==> src/rtl/display_pkg.sv <==
// Shared encodings and constants for the register display scheduler.
package display_pkg;

    typedef enum logic [1:0] {S_LOAD, S_SHIFT, S_COMMIT} state_t;

    localparam logic [3:0]  BCD_ADJ_THRESH = 4'd5;
    localparam logic [3:0]  BCD_ADJ        = 4'd3;
    localparam int unsigned SHIFT_STEPS    = 8;

    function automatic logic [3:0] bcd_adjust(input logic [3:0] digit);
        return (digit >= BCD_ADJ_THRESH) ? digit + BCD_ADJ : digit;
    endfunction

endpackage

==> src/rtl/sync_edge_detect.sv <==
// Two-flop synchroniser for an asynchronous input followed by a rising-edge pulse.
module sync_edge_detect (
    input  logic clock,
    input  logic reset,
    input  logic din,
    output logic pulse
);

    logic meta, sync, sync_prev;

    always_ff @(posedge clock or negedge reset) begin
        if (!reset) begin
            meta      <= 1'b0;
            sync      <= 1'b0;
            sync_prev <= 1'b0;
        end else begin
            meta      <= din;
            sync      <= meta;
            sync_prev <= sync;
        end
    end

    assign pulse = sync & ~sync_prev;

endmodule

==> src/rtl/reg_display_scheduler.sv <==
// Rotates the 7-segment display between observed registers and converts the
// selected byte to three BCD digits with a sequential double-dabble.
module reg_display_scheduler
    import display_pkg::*;
#(
    parameter int unsigned NUM_SRC      = 5,
    parameter int unsigned DWELL_CYCLES = 50_000_000,
    parameter int unsigned CNT_W        = 26
) (
    input  logic                 clock,
    input  logic                 reset,
    input  logic [8*NUM_SRC-1:0] src_bus,
    input  logic                 hold,
    input  logic                 adv,
    output logic [3:0]           bcd_hund,
    output logic [3:0]           bcd_tens,
    output logic [3:0]           bcd_units,
    output logic [2:0]           src_idx,
    output logic                 valid
);

    localparam logic [CNT_W-1:0] DWELL_LAST = CNT_W'(DWELL_CYCLES - 1);
    localparam logic [2:0]       PAGE_LAST  = 3'(NUM_SRC - 1);
    localparam logic [2:0]       STEP_LAST  = 3'(SHIFT_STEPS - 1);

    state_t           state, state_nxt;
    logic             adv_pulse, page_step;
    logic [CNT_W-1:0] dwell;
    logic [2:0]       page, samp_idx, bit_cnt;
    logic [7:0]       cur_src, shreg;
    logic [11:0]      scratch, adj;
    logic [19:0]      shifted;

    sync_edge_detect u_adv_sync (
        .clock (clock),
        .reset (reset),
        .din   (adv),
        .pulse (adv_pulse)
    );

    assign page_step = !hold && (dwell == DWELL_LAST);

    // A coincident page_step and adv_pulse still advance the page only once.
    always_ff @(posedge clock or negedge reset) begin
        if (!reset) begin
            dwell <= '0;
            page  <= '0;
        end else begin
            if (adv_pulse || page_step) begin
                dwell <= '0;
                page  <= (page == PAGE_LAST) ? 3'd0 : page + 3'd1;
            end else if (!hold) begin
                dwell <= dwell + CNT_W'(1);
            end
        end
    end

    always_comb begin
        cur_src = '0;
        for (int k = 0; k < NUM_SRC; k++) begin
            if (page == k[2:0]) cur_src = src_bus[8*k +: 8];
        end
    end

    assign adj     = {bcd_adjust(scratch[11:8]), bcd_adjust(scratch[7:4]),
                      bcd_adjust(scratch[3:0])};
    assign shifted = {adj, shreg} << 1;

    always_ff @(posedge clock or negedge reset) begin
        if (!reset) state <= S_LOAD;
        else        state <= state_nxt;
    end

    always_comb begin
        state_nxt = state;
        unique case (state)
            S_LOAD:   state_nxt = S_SHIFT;
            S_SHIFT:  if (bit_cnt == STEP_LAST) state_nxt = S_COMMIT;
            S_COMMIT: state_nxt = S_LOAD;
            default:  state_nxt = S_LOAD;
        endcase
    end

    always_ff @(posedge clock or negedge reset) begin
        if (!reset) begin
            shreg     <= '0;
            scratch   <= '0;
            bit_cnt   <= '0;
            samp_idx  <= '0;
            bcd_hund  <= '0;
            bcd_tens  <= '0;
            bcd_units <= '0;
            src_idx   <= '0;
            valid     <= 1'b0;
        end else begin
            unique case (state)
                S_LOAD: begin
                    shreg    <= cur_src;
                    scratch  <= '0;
                    bit_cnt  <= '0;
                    samp_idx <= page;
                end
                S_SHIFT: begin
                    {scratch, shreg} <= shifted;
                    bit_cnt          <= bit_cnt + 3'd1;
                end
                S_COMMIT: begin
                    bcd_hund  <= scratch[11:8];
                    bcd_tens  <= scratch[7:4];
                    bcd_units <= scratch[3:0];
                    src_idx   <= samp_idx;
                    valid     <= 1'b1;
                end
                default: ;
            endcase
        end
    end

endmodule
==> config.mk <==
export PLATFORM = sky130hd
export DESIGN_NAME = reg_display_scheduler
export DESIGN_NICKNAME = d
export VERILOG_FILES = /design/src/rtl/display_pkg.sv /design/src/rtl/sync_edge_detect.sv /design/src/rtl/reg_display_scheduler.sv
export SDC_FILE = /design/constraint.sdc
export NUM_CORES = 1
export LEC_CHECK = 0
export ABC_AREA = 1
export CAP_MARGIN = 25
export CORE_UTILIZATION = 59
export CTS_CLUSTER_DIAMETER = 120
export DETAILED_ROUTE_END_ITERATION = 7
export PLACE_DENSITY_LB_ADDON = 0.1
export SYNTH_ARGS = -nofsm -noshare
export SYNTH_HDL_FRONTEND = slang
export SYNTH_SLANG_ARGS = --single-unit
==> constraint.sdc <==
create_clock -name clock -period 2.4 [get_ports clock]
set_input_delay 0.48 -clock clock [delete_from_list [all_inputs] [get_ports clock]]
set_output_delay 0.48 -clock clock [all_outputs]
set_load 0.02 [all_outputs]
==> Word-level counts from Yosys, hierarchy flattened <==
Index checks and enable logic that the tools add are counted.
{ "totals": {"register_bits": 76, "inputBits": 44, "wordCells": 58} }
{ "classes": {"n_addsub": 6, "magnitude_cmp": 3, "eq_ne": 10, "muxes": 16, "bitwise": 2, "n_reduce_logical": 6} }
{ "ops": {"columns": ["cell", "count"], "rows": [
  ["$mux 26", 2],
  ["$mux 8", 5],
  ["$add 26x1->26 const B", 1],
  ["$eq 26x26->1 const B", 1],
  ["$pmux 12 s2", 1],
  ["$pmux 8 s2", 1],
  ["$ge 4x3->1 const B", 3],
  ["$add 4x2->4 const B", 2],
  ["$mux 4", 2],
  ["$add 3x1->3 const B", 2],
  ["$eq 3x2->1 const B", 2],
  ["$eq 3x3->1 const B", 2],
  ["$mux 3", 2],
  ["$pmux 3 s2", 1],
  ["$pmux 2 s2", 1],
  ["$add 3x2->3 const B", 1],
  ["$eq 3x1->1 const B", 1],
  ["$logic_not 3->1", 1],
  ["$eq 2x1->1 const B", 1],
  ["$eq 2x2->1 const B", 1],
  ["$logic_not 2->1", 1],
  ["$mux 2", 1],
  ["$ne 2x1->1 const B", 1],
  ["$ne 2x2->1 const B", 1],
  ["6 further kinds", 6]
]} }

==> Longest topological paths before layout <==
{ "logic_depth": {"ltp_word": 7, "ltp_mapped": 10} }

==> By module <==
Synthesis repeated with hierarchy kept, for this count alone.
{ "unflattened": {"hier_cells": 546, "hier_area_um2": 4165.2} }
{ "modules_own_cells": {"columns": ["module", "instances", "cells_per_inst", "area_per_inst_um2", "seq_area_each_um2"], "rows": [
  ["reg_display_scheduler", 1, 541, 4080.2, 1826.8],
  ["sync_edge_detect", 1, 5, 85.1, 75.1]
]} }

==> Least setup slack after synthesis <==
No wires, ideal clock.
{ "synth_timing": {"kind": "register to register", "start": "register page[0]", "end": "register shreg[5]", "t_arrival_ns": 1.375, "required_time_ns": 2.284, "slack_ns": 0.908, "path_stages_with_launch": 9, "period_less_slack_ns": 1.492, "cell_sequence": "dfrtp_1 ha_1 ha_1 clkbuf_1 nand2_1 nand2_1 o21bai_1 nand2_1 nand2_1"} }
{ "synth_via": {"elab_chain_len": 7, "word_cells_on_any_way": 11} }
{ "synth_lines": {"columns": ["element", "line_no", "source"], "rows": [
  ["start: declaration", "reg_display_scheduler.sv:29", "logic [2:0] page, samp_idx, bit_cnt;"],
  ["start signal: assignment", "reg_display_scheduler.sv:51", "page <= (page == PAGE_LAST) ? 3'd0 : page + 3'd1;"],
  ["$logic_not 3->1", "reg_display_scheduler.sv:61", "if (page == k[2:0]) cur_src = src_bus[8*k +: 8];"],
  ["$mux 8 (4 in a row)", "reg_display_scheduler.sv:61", null],
  ["$mux 8 *", "reg_display_scheduler.sv:61", null],
  ["$pmux 8 s2 *", "reg_display_scheduler.sv:96", "unique case (state)"],
  ["end signal: assignment", "reg_display_scheduler.sv:98", "shreg <= cur_src;"],
  ["end signal: assignment", "reg_display_scheduler.sv:104", "{scratch, shreg} <= shifted;"],
  ["end: declaration", "reg_display_scheduler.sv:30", "logic [7:0] cur_src, shreg;"]
]} }
Every way passes the cells marked *; elsewhere a longest branch is shown, timed or not.
A chain may end at the register's enable or synchronous reset.

==> Final worst setup path <==
{ "layout_timing": {"start": "register page[1]", "end": "register shreg[7]"} }
The elaborated chain is that of the path after synthesis.

==> flow_summary.toml <==
[run_status]
outcome = "complete, no violations"

[timing]
tightest_slew_ps = 816
setup_viol_count_final = 0
whs_ps = 144
setup_ws_ps = 550
hold_viol = 0
setup-tns-final_ps = 0
finClkSkew_ps = 13.3
rsz0062_at_grt = "false"
fmax_ghz = 0.540
drv_slew = 0
fin_crit_ps = 1850
maxSlewHeadroom_pct = 45.5
period_share_pct = 77.1

[placed_design]
dpl.cell_count = 707
hpwl_mm = 6.74
routabilityCongestion = 0.916
dp_slack_ps = 255
io_buffers = 59
postPlaceCellArea_um2 = 4900

[grt]
grt.total_usage_pct = 25.8
antenna_found_initial = 0
overflow = 0
grt_max_degree = 32
grt.busiest_layer = "met2"
grt_pass1_vias = 3429
grt_pass1_wl_mm = 15.0
grtUsageMet1_pct = 34.3
grt_util_met3_pct = 5.81
met2_usage_pct = 42.4

[detailed_routing]
wl_per_cell_um = 12.4
route.detailed.vias_per_inst = 5.20
vias = 3761
drc = 0
ant_nets = 0
drt_iter0_markers = 224
first_pass_iters = 5
drt_wl_total_mm = 8.98

[worst_setup_path]
startpoint_type = "register"
critical_path.cell_chain = "inv_1, ha_1, inv_2, nor2_1, nand2_1, nand3_1, o21ai_0, o21bai_1, nand2_1, nand2_1"
crit_top_cell = "nand2_1"
path_max_fanout = 9
critPathTopFamily = "simple AND/OR/NAND/NOR gates"
r2r-start = "page[1]"
crit_start = "page[1]"
critPathRequiredTime_ps = 2690
arrival_ps = 2140
critPathSlowestCell = "dfrtp_1"
r2r_slack_ps = 550
crit_buf_inv = 2
criticalPathCategory = "register to register"
endpoint_kind = "register"
critPathMaxStageDelay_ps = 420

[logic_synthesis]
yosysTopAreaCellShare_pct = 45.1
ys_ff_latch = 76
seq_area_frac_synth_pct = 45.1
async_flop_share_pct = 100
avgSynthCellArea_um2 = 7.50
syn_area_um2 = 4220
synth_edf_count = 0
synth_top_flop_cell = "dfrtp_1"
synth_top_area_cell = "dfrtp_1"
yosys_warnings = 0
synth_area_leaders = "dfrtp_1 (45%), nand2_1 (13%), o21ai_0 (6.6%), inv_1 (6.6%), nor2_1 (6.1%)"
yosysUniqueCellTypes = 30
synthCells = 562
synth_nets = 620

[layout]
final_common_cell = "nand2_1"
final_cell_mix = "nand2_1 (145), dfrtp_1 (76), inv_1 (74), nor2_1 (69), clkdlybuf4s50_1 (58)"
fin_nets = 680
num_antenna_cells = 0
final_area_um2 = 5120
final_util_pct = 74.9
layout-drive-gt1-share_pct = 4.94
nFillCells = 534
syn2layout_area_growth_pct = 21.3
fin_cells = 723

[worst_hold_path]
hp-class = "input pin to asynchronous set/reset pin"

[pwr]
vdd_ir_drop_max_mv = 0.469
finalPower_mw = 3.98
power.density_nw_per_um2 = 777
leakagePower_nw = 2.34

[cts]
htreeDepth = 3
clk_latency_ps = 350
cts_sinks = 76
clk_pin_slew_ps = 90
post_cts_buffers = 0
ctsResizeCount = 0
clock-root-buffer = "clkbuf_8"
cts_hold_buffers = 0
cts_buffers = 9
cts_tree = "yes"
clk_path_buf_depth = 2

[floorplanning]
die_w_um = 86.6
num_io_pins = 60
die_height_um = 86.6
core.rowCount = 30
coreArea_um2 = 6830
dieArea_um2 = 7490
initial_core_util_pct = 61.7

[flow_run]
drv_cap = 0
[cells by family after synthesis]
kind of cell | count (synthesis) | synth area share [%]
and+or+nand+nor | 280 | 28.2
adders and majority gates | 14 | 4.15
xor gates and xnor gates | 8 | 1.66
AOI/OAI and AO/OA | 94 | 12.4
DFF | 76 | 45.1
buffers and inverters | 90 | 8.48
[sequential cells by signal, indices dropped and copies added, names as in the netlist]
signal,count
samp_idx,3
bit_cnt,3
state,2
bcd_units,4
bcd_tens,4
valid,1
bcd_hund,4
src_idx,3
u_adv_sync.sync_prev,1
shreg,8
page,3
dwell,26
u_adv_sync.sync,1
scratch,12
u_adv_sync.meta,1
[where the power goes]
group | total (mW) | switching [mW] | internal [mW]
registers | 1.66 | 0.164 | 1.49
clock network | 1.06 | 0.476 | 0.588
logic | 1.25 | 0.729 | 0.525
total | 3.98 | 1.37 | 2.61
[worst register-to-register path, cell delays in order (launching register included)]
cell and delay [ps]:
dfrtp_1 420, inv_1 110, ha_1 160, inv_2 80, nor2_1 370, nand2_1 120
nand3_1 110, o21ai_0 130, o21bai_1 170, nand2_1 70, nand2_1 50
[final cells by class]
class | instances | area (um2) | area share [%]
Multi-Input combinational cell | 396 | 1960 | 38.3
Tap cell | 96 | 120 | 2.35
Inverter | 77 | 289 | 5.65
Clock inverter | 6 | 87.6 | 1.71
Timing Repair Buffer | 62 | 633 | 12.4
Clock buffer | 10 | 128 | 2.49
Sequential cell | 76 | 1900 | 37.2
[cells in the mapped netlist, types with 2 or more instances]
master / count
nor3b_1: 5
ha_1: 14
buf_4: 2
nand3_1: 37
dfrtp_1: 76
nor3_1: 5
o21bai_1: 9
nor2_2: 5
o22ai_1: 9
nand2_1: 145
nor2_1: 69
xor2_1: 7
inv_2: 2
o21ai_1: 3
o21ai_0: 56
nor2_4: 2
clkbuf_1: 6
a22o_1: 2
inv_1: 74
buf_2: 4
a21oi_1: 13
nand4_1: 6
nand3b_1: 4
[routing by layer]
layer / vias to the layer above / part of all wire (%)
met5: - / 0
met4: 0 / 1.2
met3: 11 / 5.0
met2: 117 / 47
met1: 1721 / 47
li1: 1912 / -
[final timing paths]
kind	depth (start not counted)	to
max in group asynchronous	2	page[2]
hold reg to reg	0	u_adv_sync.sync
hold / removal	1	bcd_hund[1]
setup / recovery	10	shreg[7]
min in group clock	0	u_adv_sync.sync
setup reg to reg	10	shreg[7]
(Power assumes the default switching activity.)
